==> config.mk <==
export PLATFORM = sky130hd
export DESIGN_NAME = display_selector_pipe
export DESIGN_NICKNAME = d
export VERILOG_FILES = /design/src/rtl/display_selector_pipe.sv
export SDC_FILE = /design/constraint.sdc
export NUM_CORES = 1
export LEC_CHECK = 0
export ABC_AREA = 1
export ABC_CLOCK_PERIOD_IN_PS = 2580
export BUFFER_PORTS_ARGS = -buffer_cell sky130_fd_sc_hd__clkbuf_2
export CAP_MARGIN = 20
export CELL_PAD_IN_SITES_DETAIL_PLACEMENT = 2
export CELL_PAD_IN_SITES_GLOBAL_PLACEMENT = 2
export CORE_MARGIN = 2
export CORE_UTILIZATION = 24
export DETAILED_ROUTE_END_ITERATION = 10
export PLACE_DENSITY_LB_ADDON = 0.12
export SKIP_LAST_GASP = 1
export SLEW_MARGIN = 10
export SYNTH_ARGS = -nofsm -noshare
export SYNTH_HDL_FRONTEND = slang
export SYNTH_SLANG_ARGS = --single-unit
==> constraint.sdc <==
create_clock -name clk -period 2.58 [get_ports clk]
set_clock_uncertainty 0.05 [all_clocks]
set_input_delay 0.258 -clock clk [delete_from_list [all_inputs] [get_ports clk]]
set_output_delay 0.258 -clock clk [all_outputs]
set_load 0.01 [all_outputs]
==> src/rtl/display_selector_pipe.sv <==
// Display selector: forwards the processing address while Sobel runs, then reads out
// one of six display modes to the VGA driver, aligning colour and valid with the memory latency.
module display_selector_pipe #(
    parameter int ADDR_W = 10,
    parameter int CH_W   = 4,
    parameter int RD_LAT = 1,
    parameter int THRESH = 8
) (
    input  logic                clk,
    input  logic                rst,
    input  logic [2:0]          sel,
    input  logic                proc_done,
    input  logic [ADDR_W-1:0]   proc_addr,
    input  logic [ADDR_W-1:0]   vga_addr,
    input  logic                vga_valid,
    input  logic                frame_start,
    input  logic [3*CH_W-1:0]   rgb_in,
    input  logic [3*CH_W-1:0]   gray_in,
    input  logic [3*CH_W-1:0]   gx_in,
    input  logic [3*CH_W-1:0]   gy_in,
    output logic [ADDR_W-1:0]   rd_addr,
    output logic [CH_W-1:0]     red,
    output logic [CH_W-1:0]     green,
    output logic [CH_W-1:0]     blue,
    output logic                pix_valid,
    output logic [2:0]          active_sel,
    output logic                disp_active
);

    typedef enum logic [1:0] {
        PROC,
        WAIT_FRAME,
        DISPLAY
    } state_t;

    state_t state, state_next;

    logic              frame_take;
    logic              issue_valid;
    logic [2:0]        issue_mode;
    logic [RD_LAT:0]   valid_pipe;
    logic [2:0]        mode_pipe [RD_LAT+1];
    logic              d_valid;
    logic [2:0]        d_mode;
    logic [CH_W-1:0]   gx_lo, gy_lo;
    logic [CH_W:0]     mag_sum;
    logic [CH_W-1:0]   mag;
    logic              edge_hit;
    logic [CH_W-1:0]   col_r, col_g, col_b;
    logic              unused_bits;

    always_ff @(posedge clk) begin
        if (rst) begin
            state <= PROC;
        end else begin
            state <= state_next;
        end
    end

    // Dropping proc_done returns to PROC from any state, overriding frame_start.
    always_comb begin
        state_next = state;
        case (state)
            PROC:       if (proc_done) state_next = WAIT_FRAME;
            WAIT_FRAME: if (frame_start) state_next = DISPLAY;
            DISPLAY:    state_next = DISPLAY;
            default:    state_next = PROC;
        endcase
        if (!proc_done) begin
            state_next = PROC;
        end
    end

    assign frame_take  = proc_done && frame_start && (state == WAIT_FRAME || state == DISPLAY);
    assign issue_mode  = frame_take ? sel : active_sel;
    assign issue_valid = proc_done && vga_valid &&
                         ((state == DISPLAY) || (state == WAIT_FRAME && frame_start));
    assign disp_active = (state == DISPLAY);

    always_ff @(posedge clk) begin
        if (rst) begin
            rd_addr    <= '0;
            active_sel <= '0;
        end else begin
            rd_addr <= (state == PROC) ? proc_addr : vga_addr;
            if (frame_take) begin
                active_sel <= sel;
            end
        end
    end

    // Stage 0 travels with rd_addr; the remaining RD_LAT stages cover the memory read.
    always_ff @(posedge clk) begin
        if (rst || !proc_done) begin
            valid_pipe <= '0;
            for (int i = 0; i <= RD_LAT; i++) begin
                mode_pipe[i] <= '0;
            end
        end else begin
            valid_pipe <= {valid_pipe[RD_LAT-1:0], issue_valid};
            mode_pipe[0] <= issue_mode;
            for (int i = 1; i <= RD_LAT; i++) begin
                mode_pipe[i] <= mode_pipe[i-1];
            end
        end
    end

    assign d_valid  = valid_pipe[RD_LAT];
    assign d_mode   = mode_pipe[RD_LAT];
    assign gx_lo    = gx_in[CH_W-1:0];
    assign gy_lo    = gy_in[CH_W-1:0];
    assign mag_sum  = {1'b0, gx_lo} + {1'b0, gy_lo};
    assign mag      = mag_sum[CH_W] ? {CH_W{1'b1}} : mag_sum[CH_W-1:0];
    assign edge_hit = (int'(mag) >= THRESH);

    assign unused_bits = ^{gx_in[3*CH_W-1:CH_W], gy_in[3*CH_W-1:CH_W]};

    always_comb begin
        col_r = '0;
        col_g = '0;
        col_b = '0;
        case (d_mode)
            3'd0: begin
                col_r = rgb_in[3*CH_W-1:2*CH_W];
                col_g = rgb_in[2*CH_W-1:CH_W];
                col_b = rgb_in[CH_W-1:0];
            end
            3'd1: begin
                col_r = gray_in[3*CH_W-1:2*CH_W];
                col_g = gray_in[2*CH_W-1:CH_W];
                col_b = gray_in[CH_W-1:0];
            end
            3'd2: begin
                col_r = gx_lo;
                col_g = gx_lo;
                col_b = gx_lo;
            end
            3'd3: begin
                col_r = gy_lo;
                col_g = gy_lo;
                col_b = gy_lo;
            end
            3'd4: begin
                col_r = mag;
                col_g = mag;
                col_b = mag;
            end
            3'd5: begin
                col_r = {CH_W{edge_hit}};
                col_g = {CH_W{edge_hit}};
                col_b = {CH_W{edge_hit}};
            end
            default: begin
                col_r = '0;
                col_g = '0;
                col_b = '0;
            end
        endcase
    end

    always_ff @(posedge clk) begin
        if (rst || !proc_done) begin
            red       <= '0;
            green     <= '0;
            blue      <= '0;
            pix_valid <= 1'b0;
        end else begin
            red       <= d_valid ? col_r : '0;
            green     <= d_valid ? col_g : '0;
            blue      <= d_valid ? col_b : '0;
            pix_valid <= d_valid;
        end
    end

endmodule

==> summary.md <==
| Metric | Value |
|---|---|
| First-pass iteration count of the detailed router | `4` |
| Overall Power | `1.19 mW` |
| Top Ports | `103` |
| Fill cells | `962` |
| Final GP Congestion | `0.705` |
| Final Hold Vio Count | `0` |
| Dpl ws | `0.605 ns` |
| Fin util | `32.2%` |
| DP Wirelength | `4220 um` |
| Register bit count reported by yosys | `36` |
| Slew @ Worst Pin | `0.503 ns` |
| Adder-cell share of the synthesized area | `5.74%` |
| H-tree depth | `2` |
| Slew Limit Fails | `0` |
| Gate count after technology mapping | `253` |
| Row count | `32` |
| Die Y | `92.4 um` |
| Largest family of logic cells by synthesized area | `simple AND/OR/NAND/NOR gates` |
| Design Area, Final | `2460 um2` |
| Crit-path max FO | `12` |
| Initial antenna violation count | `0` |
| PortBufs | `86` |
| Min cycle time layout | `1.64 ns` |
| Vias in the first global route | `1856` |
| Final setup fails | `0` |
| Post_cts resized | `0` |
| Clk buf depth | `2` |
| Sink Count | `36` |
| Total gr overflow | `0` |
| Hold buffers post-CTS | `0` |
| DR DRC count | `0` |
| Synth Area in Compound Gates | `13.2%` |
| Routed Antenna Nets | `0` |
| Post-Synth Simple-Gate Area | `22.3%` |
| Post-placement cell area | `2370 um2` |
| Via density | `4.16` |
| CORE AREA | `7650 um2` |
| Setup ws final | `0.942 ns` |
| Status | `finished clean` |
| Crit path DAT | `1.78 ns` |
| CTS tree | `done` |
| Clk_lat worst skew | `0.29 ns` |
| Crit path capture type | `flop` |
| Synth Area in XOR/XNOR | `0.467%` |
| RSZ-0062 raised after global routing | `no` |
| Number of inserted diodes | `0` |
| Nets@finish | `423` |
| GR Util All Layers | `13.0%` |
| Die X | `92.4 um` |
| Highest clock rate | `610 MHz` |
| Leak pwr | `1.44 nW` |
| Pwr Density | `485 nW/um2` |
| Post-Syn Area | `1880 um2` |
| Layout area overhead | `31.2%` |
| Syn Area/Cell | `7.41 um2` |
| EDFF count, synth | `0` |
| Multiplexer share of the synthesized area | `1.60%` |
| WL final | `5330 um` |
| Yosys warning count | `0` |
| Starting Density | `24.5%` |
| Register area share after synthesis | `38.4%` |
| Startpoint types | `flop` |
| Worst EP required | `2.72 ns` |
| Crit Path Category | `flop to flop` |
| Largest net degree at the start of global routing | `14` |
| Final Hold Slack | `0.127 ns` |
| Worst slew margin | `66.4%` |
| Cells after DPL | `434` |
| Post-route insts no fill | `442` |
| Synth cell types | `28` |
| Asr flop ratio synth | `0%` |
| VDD IR max | `0.172 mV` |
| Share of cells above drive strength 1 | `33.8%` |
| Vias | `1837` |
| Clock transition at path regs | `0.08 ns` |
| Main synth FF type | `dfxtp_1` |
| Postcts setup bufs | `0` |
| Fin crit share | `63.5%` |
| Hold Crit Class | `primary input to flop` |
| Die footprint | `8540 um2` |
| Total of max-cap violations | `0` |
| CTS buffer count | `5` |
| Root Driver | `clkbuf_8` |
| Syn Nets | `337` |
| Setup TNS | `0 ns` |
| Initial drt markers | `37` |
| Drt wl/cell | `12.1 um` |
| First-pass GRT wire length | `8780 um` |
report_power, final:
| group | switching [mW] | internal, mW | total, mW |
|---|---|---|---|
| Sequential | 0.00586 | 0.574 | 0.580 |
| Clock | 0.222 | 0.188 | 0.410 |
| Combinational | 0.111 | 0.0924 | 0.204 |
layout make-up:
cell class	instances	area [um2]	share of cell area, %
well taps	102	128	5.19
flip-flops and latches	36	721	29.3
multi-input cells	136	813	33.1
clock buffers	5	68.8	2.80
repair buffers	86	430	17.5
clock inverters	3	18.8	0.763
inverters	74	280	11.4
logic make-up after synthesis:
logic type,after synthesis
XOR/XNOR,1
adder cells (fa/ha/maj),8
AO/OA/AOI/OAI,33
multiplexers,3
flip-flops,36
AND/OR/NAND/NOR,91
buffers and inverters,81
worst max-delay path: stages, from the launching register on:
cell,delay (ns)
dfxtp_1,0.32
inv_1,0.10
ha_1,0.42
clkinv_1,0.39
nor2_1,0.19
nor2_1,0.07
layout by cell type (no fill, tap or decap), drive strengths merged:
cell type,n
clkbuf,91
inv,73
nor2,39
dfxtp,36
nand3,23
nand2,22
o21ai,13
o22ai,12
ha,7
a21oi,6
clkinv,4
mux2i,3
nor3,3
nand4,3
a211oi,2
nor3b,1
xor2,1
fa,1
path summary, 6_finish.rpt:
check,startpoint,end,slack (ns),cells after the start
worst max-delay path,state[0]$_SDFFE_PP0P_,rd_addr[4]$_SDFF_PP0_,0.94,5
worst max register to register,state[0]$_SDFFE_PP0P_,rd_addr[4]$_SDFF_PP0_,0.94,5
worst min-delay path,rst,active_sel[2]$_SDFF_PP0_,0.13,2
worst min register to register,mode_pipe[0][2]$_SDFF_PP0_,mode_pipe[0][5]$_SDFF_PP0_,0.36,2
state kept, by name (all words and copies together), names as in the netlist:
| name | cells |
|---|---|
| active_sel | 3 |
| blue | 4 |
| green | 4 |
| mode_pipe | 6 |
| pix_valid | 1 |
| rd_addr | 10 |
| red | 4 |
| state | 2 |
| valid_pipe | 2 |
cell usage after synthesis, types with 3 or more instances:
| master | n | area, um2 |
|---|---|---|
| inv_1 | 67 | 251 |
| nand3_1 | 20 | 100 |
| a21oi_1 | 6 | 30.0 |
| nor2_1 | 38 | 143 |
| nand2_1 | 21 | 78.8 |
| nand4_1 | 3 | 18.8 |
| ha_1 | 7 | 87.6 |
| buf_6 | 3 | 33.8 |
| nor3_1 | 3 | 15.0 |
| o21ai_0 | 10 | 50.1 |
| o22ai_2 | 10 | 125 |
| mux2i_1 | 3 | 30.0 |
| o21ai_1 | 3 | 15.0 |
| dfxtp_1 | 36 | 721 |
| nand3_2 | 3 | 30.0 |
| inv_2 | 5 | 18.8 |
routing by layer:
metal	global-route usage (%)	share of wire [%]	vias up	wire length, um
met5	0	0	-	0
met1	16.3	45	834	2400
met3	4.88	8.0	7	427
li1	-	-	939	-
met4	3.73	1.1	0	61
met2	20.9	46	57	2440
Power figures use the tool's default switching activity.
